<file path="src/rtl/dino_pkg.sv">
// Shared types and constants for the dino game / Q-learning bot datapath.
package dino_pkg;

  localparam int unsigned NUM_SECTOR = 32;
  localparam int unsigned NUM_CACTUS = 4;
  localparam int unsigned DIST_W     = 10;
  localparam int unsigned CACTUS_W   = 3;

  typedef enum logic [1:0] {
    R_NONE      = 2'd0,
    R_GOOD_JUMP = 2'd1,
    R_BAD_STAY  = 2'd2,
    R_BAD_JUMP  = 2'd3
  } reward_t;

  typedef enum logic [1:0] {
    S_IDLE     = 2'd0,
    S_AIRBORNE = 2'd1,
    S_REPORT   = 2'd2,
    S_DEAD     = 2'd3
  } track_state_t;

  // Out-of-range cactus types fold onto the last table column.
  function automatic logic [CACTUS_W-1:0] clamp_cactus(input logic [CACTUS_W-1:0] c,
                                                      input int unsigned n);
    if (32'(c) >= n) return CACTUS_W'(n - 1);
    return c;
  endfunction

endpackage

</file>
<file path="src/rtl/sat_counter.sv">
// Up-counter with synchronous clear that sticks at MAX instead of wrapping.
module sat_counter #(
  parameter int unsigned W = 8,
  parameter logic [W-1:0] MAX = '1
) (
  input  logic         clk,
  input  logic         rst_n,
  input  logic         clr,
  input  logic         inc,
  output logic [W-1:0] count
);

  always_ff @(posedge clk or negedge rst_n) begin
    if (!rst_n) begin
      count <= '0;
    end else if (clr) begin
      count <= '0;
    end else if (inc && (count != MAX)) begin
      count <= count + 1'b1;
    end
  end

endmodule

</file>
<file path="src/rtl/jump_outcome_tracker.sv">
// Turns bot predictions into jump commands and reports each decision's outcome
// (reward code plus the snapshotted table index) back to the bot.
module jump_outcome_tracker
  import dino_pkg::*;
#(
  parameter int unsigned MAX_AIR_TICKS = 40,
  parameter int unsigned NUM_CACTUS    = dino_pkg::NUM_CACTUS,
  parameter int unsigned SCORE_W       = 16
) (
  input  logic                clk,
  input  logic                rst_n,
  input  logic                game_tick,
  input  logic                prediction,
  input  logic [DIST_W-1:0]   distance,
  input  logic [CACTUS_W-1:0] cactus,
  input  logic                airborne,
  input  logic                collision,
  input  logic                cactus_passed,
  input  logic                game_restart,
  output logic                jump_cmd,
  output logic [1:0]          state,
  output logic [DIST_W-1:0]   jump_distance,
  output logic [CACTUS_W-1:0] jump_cactus,
  output logic [SCORE_W-1:0]  score,
  output logic                dead
);

  localparam int unsigned AIR_W = $clog2(MAX_AIR_TICKS + 1);
  localparam logic [AIR_W-1:0] AIR_MAX = AIR_W'(MAX_AIR_TICKS);

  track_state_t        fsm;
  track_state_t        after_report;
  logic [DIST_W-1:0]   jump_snap_dist;
  logic [CACTUS_W-1:0] jump_snap_cactus;
  logic [DIST_W-1:0]   stay_snap_dist;
  logic [CACTUS_W-1:0] stay_snap_cactus;
  logic                airborne_q;
  logic [AIR_W-1:0]    air_count;
  logic [CACTUS_W-1:0] cactus_clamped;
  logic                score_inc;
  logic                score_clr;
  logic                air_inc;
  logic                air_clr;
  logic                air_done;

  assign cactus_clamped = clamp_cactus(cactus, NUM_CACTUS);

  // A pass that coincides with a collision never counts.
  assign score_inc = ((fsm == S_IDLE) || (fsm == S_AIRBORNE)) && cactus_passed && !collision;
  assign score_clr = (fsm == S_DEAD) && game_restart;
  assign air_inc   = (fsm == S_AIRBORNE) && game_tick;
  assign air_clr   = (fsm != S_AIRBORNE);

  // Landing is a falling edge of airborne; the jump cycle itself starts grounded.
  assign air_done = (air_count == AIR_MAX) || (airborne_q && !airborne);

  sat_counter #(
    .W   (SCORE_W),
    .MAX ({SCORE_W{1'b1}})
  ) u_score (
    .clk   (clk),
    .rst_n (rst_n),
    .clr   (score_clr),
    .inc   (score_inc),
    .count (score)
  );

  sat_counter #(
    .W   (AIR_W),
    .MAX (AIR_MAX)
  ) u_air (
    .clk   (clk),
    .rst_n (rst_n),
    .clr   (air_clr),
    .inc   (air_inc),
    .count (air_count)
  );

  always_ff @(posedge clk or negedge rst_n) begin
    if (!rst_n) begin
      fsm              <= S_IDLE;
      after_report     <= S_IDLE;
      jump_snap_dist   <= '0;
      jump_snap_cactus <= '0;
      stay_snap_dist   <= '0;
      stay_snap_cactus <= '0;
      airborne_q       <= 1'b0;
      jump_cmd         <= 1'b0;
      state            <= R_NONE;
      jump_distance    <= '0;
      jump_cactus      <= '0;
      dead             <= 1'b0;
    end else begin
      jump_cmd   <= 1'b0;
      state      <= R_NONE;
      airborne_q <= airborne;
      case (fsm)
        S_IDLE: begin
          if (collision) begin
            state         <= R_BAD_STAY;
            jump_distance <= stay_snap_dist;
            jump_cactus   <= stay_snap_cactus;
            after_report  <= S_DEAD;
            fsm           <= S_REPORT;
          end else if (game_tick && !airborne) begin
            if (prediction) begin
              jump_snap_dist   <= distance;
              jump_snap_cactus <= cactus_clamped;
              jump_cmd         <= 1'b1;
              fsm              <= S_AIRBORNE;
            end else begin
              stay_snap_dist   <= distance;
              stay_snap_cactus <= cactus_clamped;
            end
          end
        end
        S_AIRBORNE: begin
          if (collision) begin
            state         <= R_BAD_JUMP;
            jump_distance <= jump_snap_dist;
            jump_cactus   <= jump_snap_cactus;
            after_report  <= S_DEAD;
            fsm           <= S_REPORT;
          end else if (cactus_passed) begin
            state         <= R_GOOD_JUMP;
            jump_distance <= jump_snap_dist;
            jump_cactus   <= jump_snap_cactus;
            after_report  <= S_IDLE;
            fsm           <= S_REPORT;
          end else if (air_done) begin
            fsm <= S_IDLE;
          end
        end
        S_REPORT: begin
          fsm  <= after_report;
          dead <= (after_report == S_DEAD);
        end
        S_DEAD: begin
          if (game_restart) begin
            dead <= 1'b0;
            fsm  <= S_IDLE;
          end
        end
        default: fsm <= S_IDLE;
      endcase
    end
  end

endmodule
</file>
<file path="config.mk">
export PLATFORM = sky130hd
export DESIGN_NAME = jump_outcome_tracker
export DESIGN_NICKNAME = d
export VERILOG_FILES = /design/src/rtl/dino_pkg.sv /design/src/rtl/sat_counter.sv /design/src/rtl/jump_outcome_tracker.sv
export SDC_FILE = /design/constraint.sdc
export NUM_CORES = 1
export LEC_CHECK = 0
export BUFFER_PORTS_ARGS = -buffer_cell sky130_fd_sc_hd__buf_2
export CAP_MARGIN = 20
export CORE_ASPECT_RATIO = 0.75
export CORE_MARGIN = 2
export CORE_UTILIZATION = 55
export DETAILED_ROUTE_END_ITERATION = 10
export HOLD_SLACK_MARGIN = 0.06
export PLACE_DENSITY_LB_ADDON = 0.25
export SLEW_MARGIN = 20
export SYNTH_ARGS = -nofsm -noshare
export SYNTH_HDL_FRONTEND = slang
export SYNTH_SLANG_ARGS = --single-unit
</file>
<file path="constraint.sdc">
create_clock -name clk -period 3.01 [get_ports clk]
set_clock_uncertainty 0.1 [all_clocks]
set_input_delay 0.1505 -clock clk [delete_from_list [all_inputs] [get_ports clk]]
set_output_delay 0.1505 -clock clk [all_outputs]
set_load 0.02 [all_outputs]
</file>
---- Word-level counts from Yosys, hierarchy flattened ----
Index checks and enable logic that the tools add are counted.
storage, ports and cells
  word-level logic and storage cells ...... 92
  memory bits (read-only) ................. 0
  bits of input ports ..................... 21
  RAM bits ................................ 0
  bits in registers ....................... 70
  output and inout bits ................... 33
  memories ................................ 0
  bits in latches ......................... 0
operators by class
  $lt $le $gt $ge ......................... 1
  mux-type cells .......................... 37
  shift-type cells ........................ 0
  bitwise logic cells ..................... 2
  multiply operators ...................... 0
  add/sub/neg operators ................... 2
  divide/modulo/power cells ............... 0
  equality and inequality tests ........... 14
  reduce and logical (&&, ||, !) cells .... 22
operator list
  kind                                                    count
  2-to-1 mux 16 bit                                       2
  2-to-1 mux 10 bit                                       3
  2-to-1 mux 2 bit                                        12
  case mux 10 bit (2 select lines)                        1
  adder 16 x 1 -> 16 bit (second input constant)          1
  inequality test 16 bit (second input constant)          1
  2-to-1 mux 3 bit                                        5
  2-to-1 mux 6 bit                                        2
  AND reduction 4 bit                                     3
  logical AND 1 bit                                       8
  case mux 2 bit (2 select lines)                         2
  case mux 2 bit (4 select lines)                         1
  nonzero test 2 bit                                      4
  2-to-1 mux 1 bit                                        7
  adder 6 x 1 -> 6 bit (second input constant)            1
  == test 2 bit (second input constant)                   3
  == test 6 bit (second input constant)                   1
  inequality test 3 bit (second input constant)           2
  inequality test 6 bit (second input constant)           1
  case mux 3 bit (2 select lines)                         1
  inequality test 2 bit (second input constant)           2
  inequality test 4 bit (second input constant)           1
  >= comparator 3 bit (second input constant)             1
  inequality test 3 x 2 -> 1 bit (second input constant)  1
  other kinds (9)                                         12

---- Depth between registers and ports, before layout ----
  word-level depth ........................ 7
  gate-level depth with buffers ........... 7
  mapped depth without buffers ............ 6

---- By module ----
Synthesis repeated with hierarchy kept, for this count alone.
second synthesis, totals
  cells, all modules ...................... 298
  area, all modules ....................... 3350.7 um2
by module, submodules not included
  module                  instances  area an instance (um2)  cells each  seq. area each (um2)
  jump_outcome_tracker    1          2040.7                  165         1176.1
  sat_counter at u_score  1          930.9                   94          400.4
  sat_counter at u_air    1          379.1                   39          150.1

---- Worst setup path after synthesis ----
No wires, ideal clock.
  path type ............................... reg-to-reg
  from .................................... register fsm[0]
  to ...................................... register stay_snap_dist[5]
  cell stages (with the launch flop) ...... 7
  setup time .............................. 125 ps
  required time ........................... 2785 ps
  path buffers ............................ 3
  data arrival time ....................... 1889 ps
  setup slack ............................. 896 ps
  clock period less this slack ............ 2114 ps
  cell sequence ........................... dfrtp_1 buf_6 or3_4 or4b_4 buf_6 buf_6 mux2_4
between the ends
  word-level cells in the longest chain between the ends .. 2
ends and longest elaborated chain
  element                               RTL line                     text
  start: declaration                    jump_outcome_tracker.sv:31   track_state_t fsm;
  start signal: assignment              jump_outcome_tracker.sv:135  fsm <= after_report;
  logical NOT 2 bit                     jump_outcome_tracker.sv:97   case (fsm)
  AND reduction 4 bit (no source line)  -
  end signal: assignment                jump_outcome_tracker.sv:112  stay_snap_dist <= distance;
  end: declaration                      jump_outcome_tracker.sv:35   logic [DIST_W-1:0] stay_snap_dist;
No other way between the ends.
A chain may end at the register's enable or synchronous reset.

---- Final worst setup path ----
  from .................................... register fsm[1]
  to ...................................... register u_score.count[11]
between the ends
  word-level cells in the longest chain between the ends .. 6
  elaborated cells between the ends (all ways) .. 10
  those cells by class .................... eq/ne: 2; mux: 1; reduce/logical: 7
ends and longest elaborated chain
  element                                                      RTL line                    text
  == test 2 x 1 -> 1 bit or logical NOT 2 bit (tied branches)  jump_outcome_tracker.sv:49  assign score_inc = ((fsm == S_IDLE) || (fsm == S_AIRBORNE)) && cactus_passed && !collision;
  logical OR 1 bit                                             jump_outcome_tracker.sv:49
  logical AND 1 bit (2 in series)                              jump_outcome_tracker.sv:49
  logical AND 1 bit                                            sat_counter.sv:18           end else if (inc && (count != MAX)) begin
  nonzero test 2 bit (no source line)                          -
  end signal: assignment                                       sat_counter.sv:19           count <= count + 1'b1;
  end: declaration                                             sat_counter.sv:10           output logic [W-1:0] count
Several ways; a longest one is shown, not always the timed one.

==> reports/summary.txt <==
GR Util met1: 33.3%
Most frequent cells in the layout: dfrtp_1, buf_2, nand2_1
Routed vias/inst: 5.54
Post-Syn Area: 3130 sq um
Power per cell area: 837 nW/um^2
Placed Cells: 415
Unrepaired setup endpoints after global routing: false
TritonCTS clock tree: done
Placed cell areas: 3470 sq um
Final core area utilization: 70.4%
R2r setup slk: 0.70 ns
Cells along the critical path: nand4bb_1 > or4_1 > or4_1 > a21oi_1
Busiest grt layer: met1
CTS Buffer Depth: 2
CP top delay family: simple AND/OR/NAND/NOR gates
Met3 Track Usage GR: 5.65%
Peak VDD IR: 0.507 mV
Postcts setup bufs: 0
Critical Path Source Type: flip-flop
First-pass GRT wire length: 11400 um
Post-synthesis sequential area ratio: 55.1%
Cell count after synthesis: 294
Root Buffer: clkbuf_8
Ant. Diodes: 0
# setup viols final: 0
DRC: 0
CP bufs+invs: 0
Share of cells above drive strength 1: 26.1%
Fin. max-slew vios: 0
Status: finished clean
Vias in the first global route: 2441
CP peak stage delay: 0.64 ns
Worst path arrival time: 2.48 ns
Initial core utilization: 57.9%
Yosys reg bits: 69
Core area: 5410 sq um
Worst Path Class, Setup: flip-flop to flip-flop
Clk slew on worst S/H paths: 0.07 ns
Setup TNS: 0 ns
Synth cell types: 45
Sink Count: 69
Final Hold Fails: 0
M2 GR Usage: 33.0%
Post-Syn Nets: 318
Rows: 23
EDFF count, synth: 0
Yosys Warn Count: 0
Max Cap Viol: 0
Initial antenna violation count: 0
Worst path most repeated cell: or4_1
Max Freq: 432 MHz
Via count: 2473
Crit-path slowest cell: or4_1
Worst Path Required: 3.17 ns
PnR Total Power: 0.00319 W
CTS HTree Levels: 3
WL final: 6540 um
Rel. slew slack: 51.4%
CTS Buf Count: 9
Tot GR Track Use: 22.7%
IO Port Bufs: 53
Nets: 392
Worst skew pair latency: 0.34 ns
Critical Path End Type: flip-flop
Non-Filler Instances: 446
Top FF cell, synth: dfrtp_1
Worst-margin pin slew: 0.724 ns
CP max FO: 16
Die footprint: 6320 sq um
Routability cong.: 0.852
Post-route antenna net violation count: 0
Grt total ovfl: 0
Finished Cell Area: 3810 sq um
Most common cell after layout, fill and taps aside: dfrtp_1
Layout area overhead: 21.6%
Largest net degree at the start of global routing: 27
Pleak: 1.75 nW
Dpl hpwl: 4430 um
WL/cell: 14.7 um
Die Span Y: 69.4 um
Tcrit/Tclk final: 76.9%
Die Span X: 91.2 um
Async set or reset register ratio after synthesis: 100%
Fin crit period: 2.31 ns
Syn avg cell area: 10.7 sq um
Io pins: 54
TritonRoute pass-1 iters: 4
Hold WC Path Type: primary input to flip-flop
DRT iter0 DRCs: 177
==> state kept, by name, summed over array words and instances, names as in the netlist <==
name and flops:
stay_snap_dist 10, state 2, jump_snap_cactus 3, jump_cmd 1, dead 1, jump_snap_dist 10, after_report 1, jump_distance 10
airborne_q 1, stay_snap_cactus 3, u_air.count 6, jump_cactus 3, fsm 2, u_score.count 16
==> metal layers <==
layer / part of all wire, % / routed length (um)
met1: 49 / 3220
met2: 45 / 2910
met3: 5.2 / 338
met4: 1.1 / 75
met5: 0 / 0
==> kinds of logic (layout without fill, tap and decap cells) <==
family	Yosys count	after routing	synth area share, %
AO/OA/AOI/OAI	53	53	10.7
XOR/XNOR	4	4	1.12
adder cells (fa/ha/maj)	3	3	1.20
buffers and inverters	19	96	3.07
flip-flops	69	69	55.1
multiplexers	26	26	9.70
AND/OR/NAND/NOR	120	120	19.0
==> timing repair <==
item,CTS,global route
endpoints found under the hold margin,47,0
hold buffers,17,0
resized for setup,0,0
==> layout make-up <==
type | instances | area (sq um)
Fill cell | 447 | 1600
Inverter | 5 | 18.8
Sequential cell | 69 | 1730
Multi-Input combinational cell | 206 | 1320
Timing Repair Buffer | 77 | 488
Clock buffer | 12 | 155
Tap cell | 75 | 93.8
Clock inverter | 2 | 10.0
==> worst reg2reg max path, delay by kind of cell (launching register included) <==
| family | cells | cell delay (ns) |
|---|---|---|
| simple gates | 3 | 1.46 |
| flops | 1 | 0.53 |
| compound gates | 1 | 0.16 |
==> synth_stat cells (all sizes together), types with 3 or more instances <==
| cell type | count | area share, % |
|---|---|---|
| mux2 | 20 | 7.8 |
| dfrtp | 69 | 55 |
| xor2 | 3 | 0.84 |
| mux2i | 6 | 1.9 |
| a21oi | 10 | 1.6 |
| or4 | 5 | 1.2 |
| nand2 | 41 | 4.9 |
| o21ai | 11 | 1.8 |
| o31ai | 7 | 1.7 |
| nor3 | 4 | 0.64 |
| a31oi | 13 | 2.6 |
| o211ai | 5 | 1.2 |
| or3 | 5 | 1.2 |
| nand4 | 5 | 1.0 |
| nand2b | 4 | 0.80 |
| buf | 4 | 1.2 |
| nand3 | 7 | 1.1 |
| clkbuf | 10 | 1.2 |
| inv | 5 | 0.60 |
| nor2 | 32 | 3.8 |
| ha | 3 | 1.2 |
==> stage by stage <==
step / worst slack, ns / hold WS [ns]
floorplan: 0.896 / -0.245
global placement: 0.823 / 0.0440
detailed placement: 0.734 / 0.0491
CTS: 0.718 / 0.0783
global route: 0.545 / 0.102
finish: 0.696 / 0.0917
==> final timing paths <==
check / start / to / cells after the start
max in group asynchronous: rst_n / u_air.count[4] / 3
min: cactus_passed / state[0] / 3
max reg2reg: fsm[1] / u_score.count[11] / 4
min in group asynchronous: rst_n / u_score.count[15] / 2
min reg2reg: stay_snap_cactus[0] / stay_snap_cactus[0] / 2
max: fsm[1] / u_score.count[11] / 4
==> power breakdown <==
part	leakage (nW)	switching (W)	total [W]	internal (W)
Combinational	0.778	0.000610	0.00108	0.000465
Sequential	0.880	0.000219	0.00147	0.00125
Clock	0.0881	0.000309	0.000641	0.000332
No activity file was read; power rests on OpenSTA's default activity.
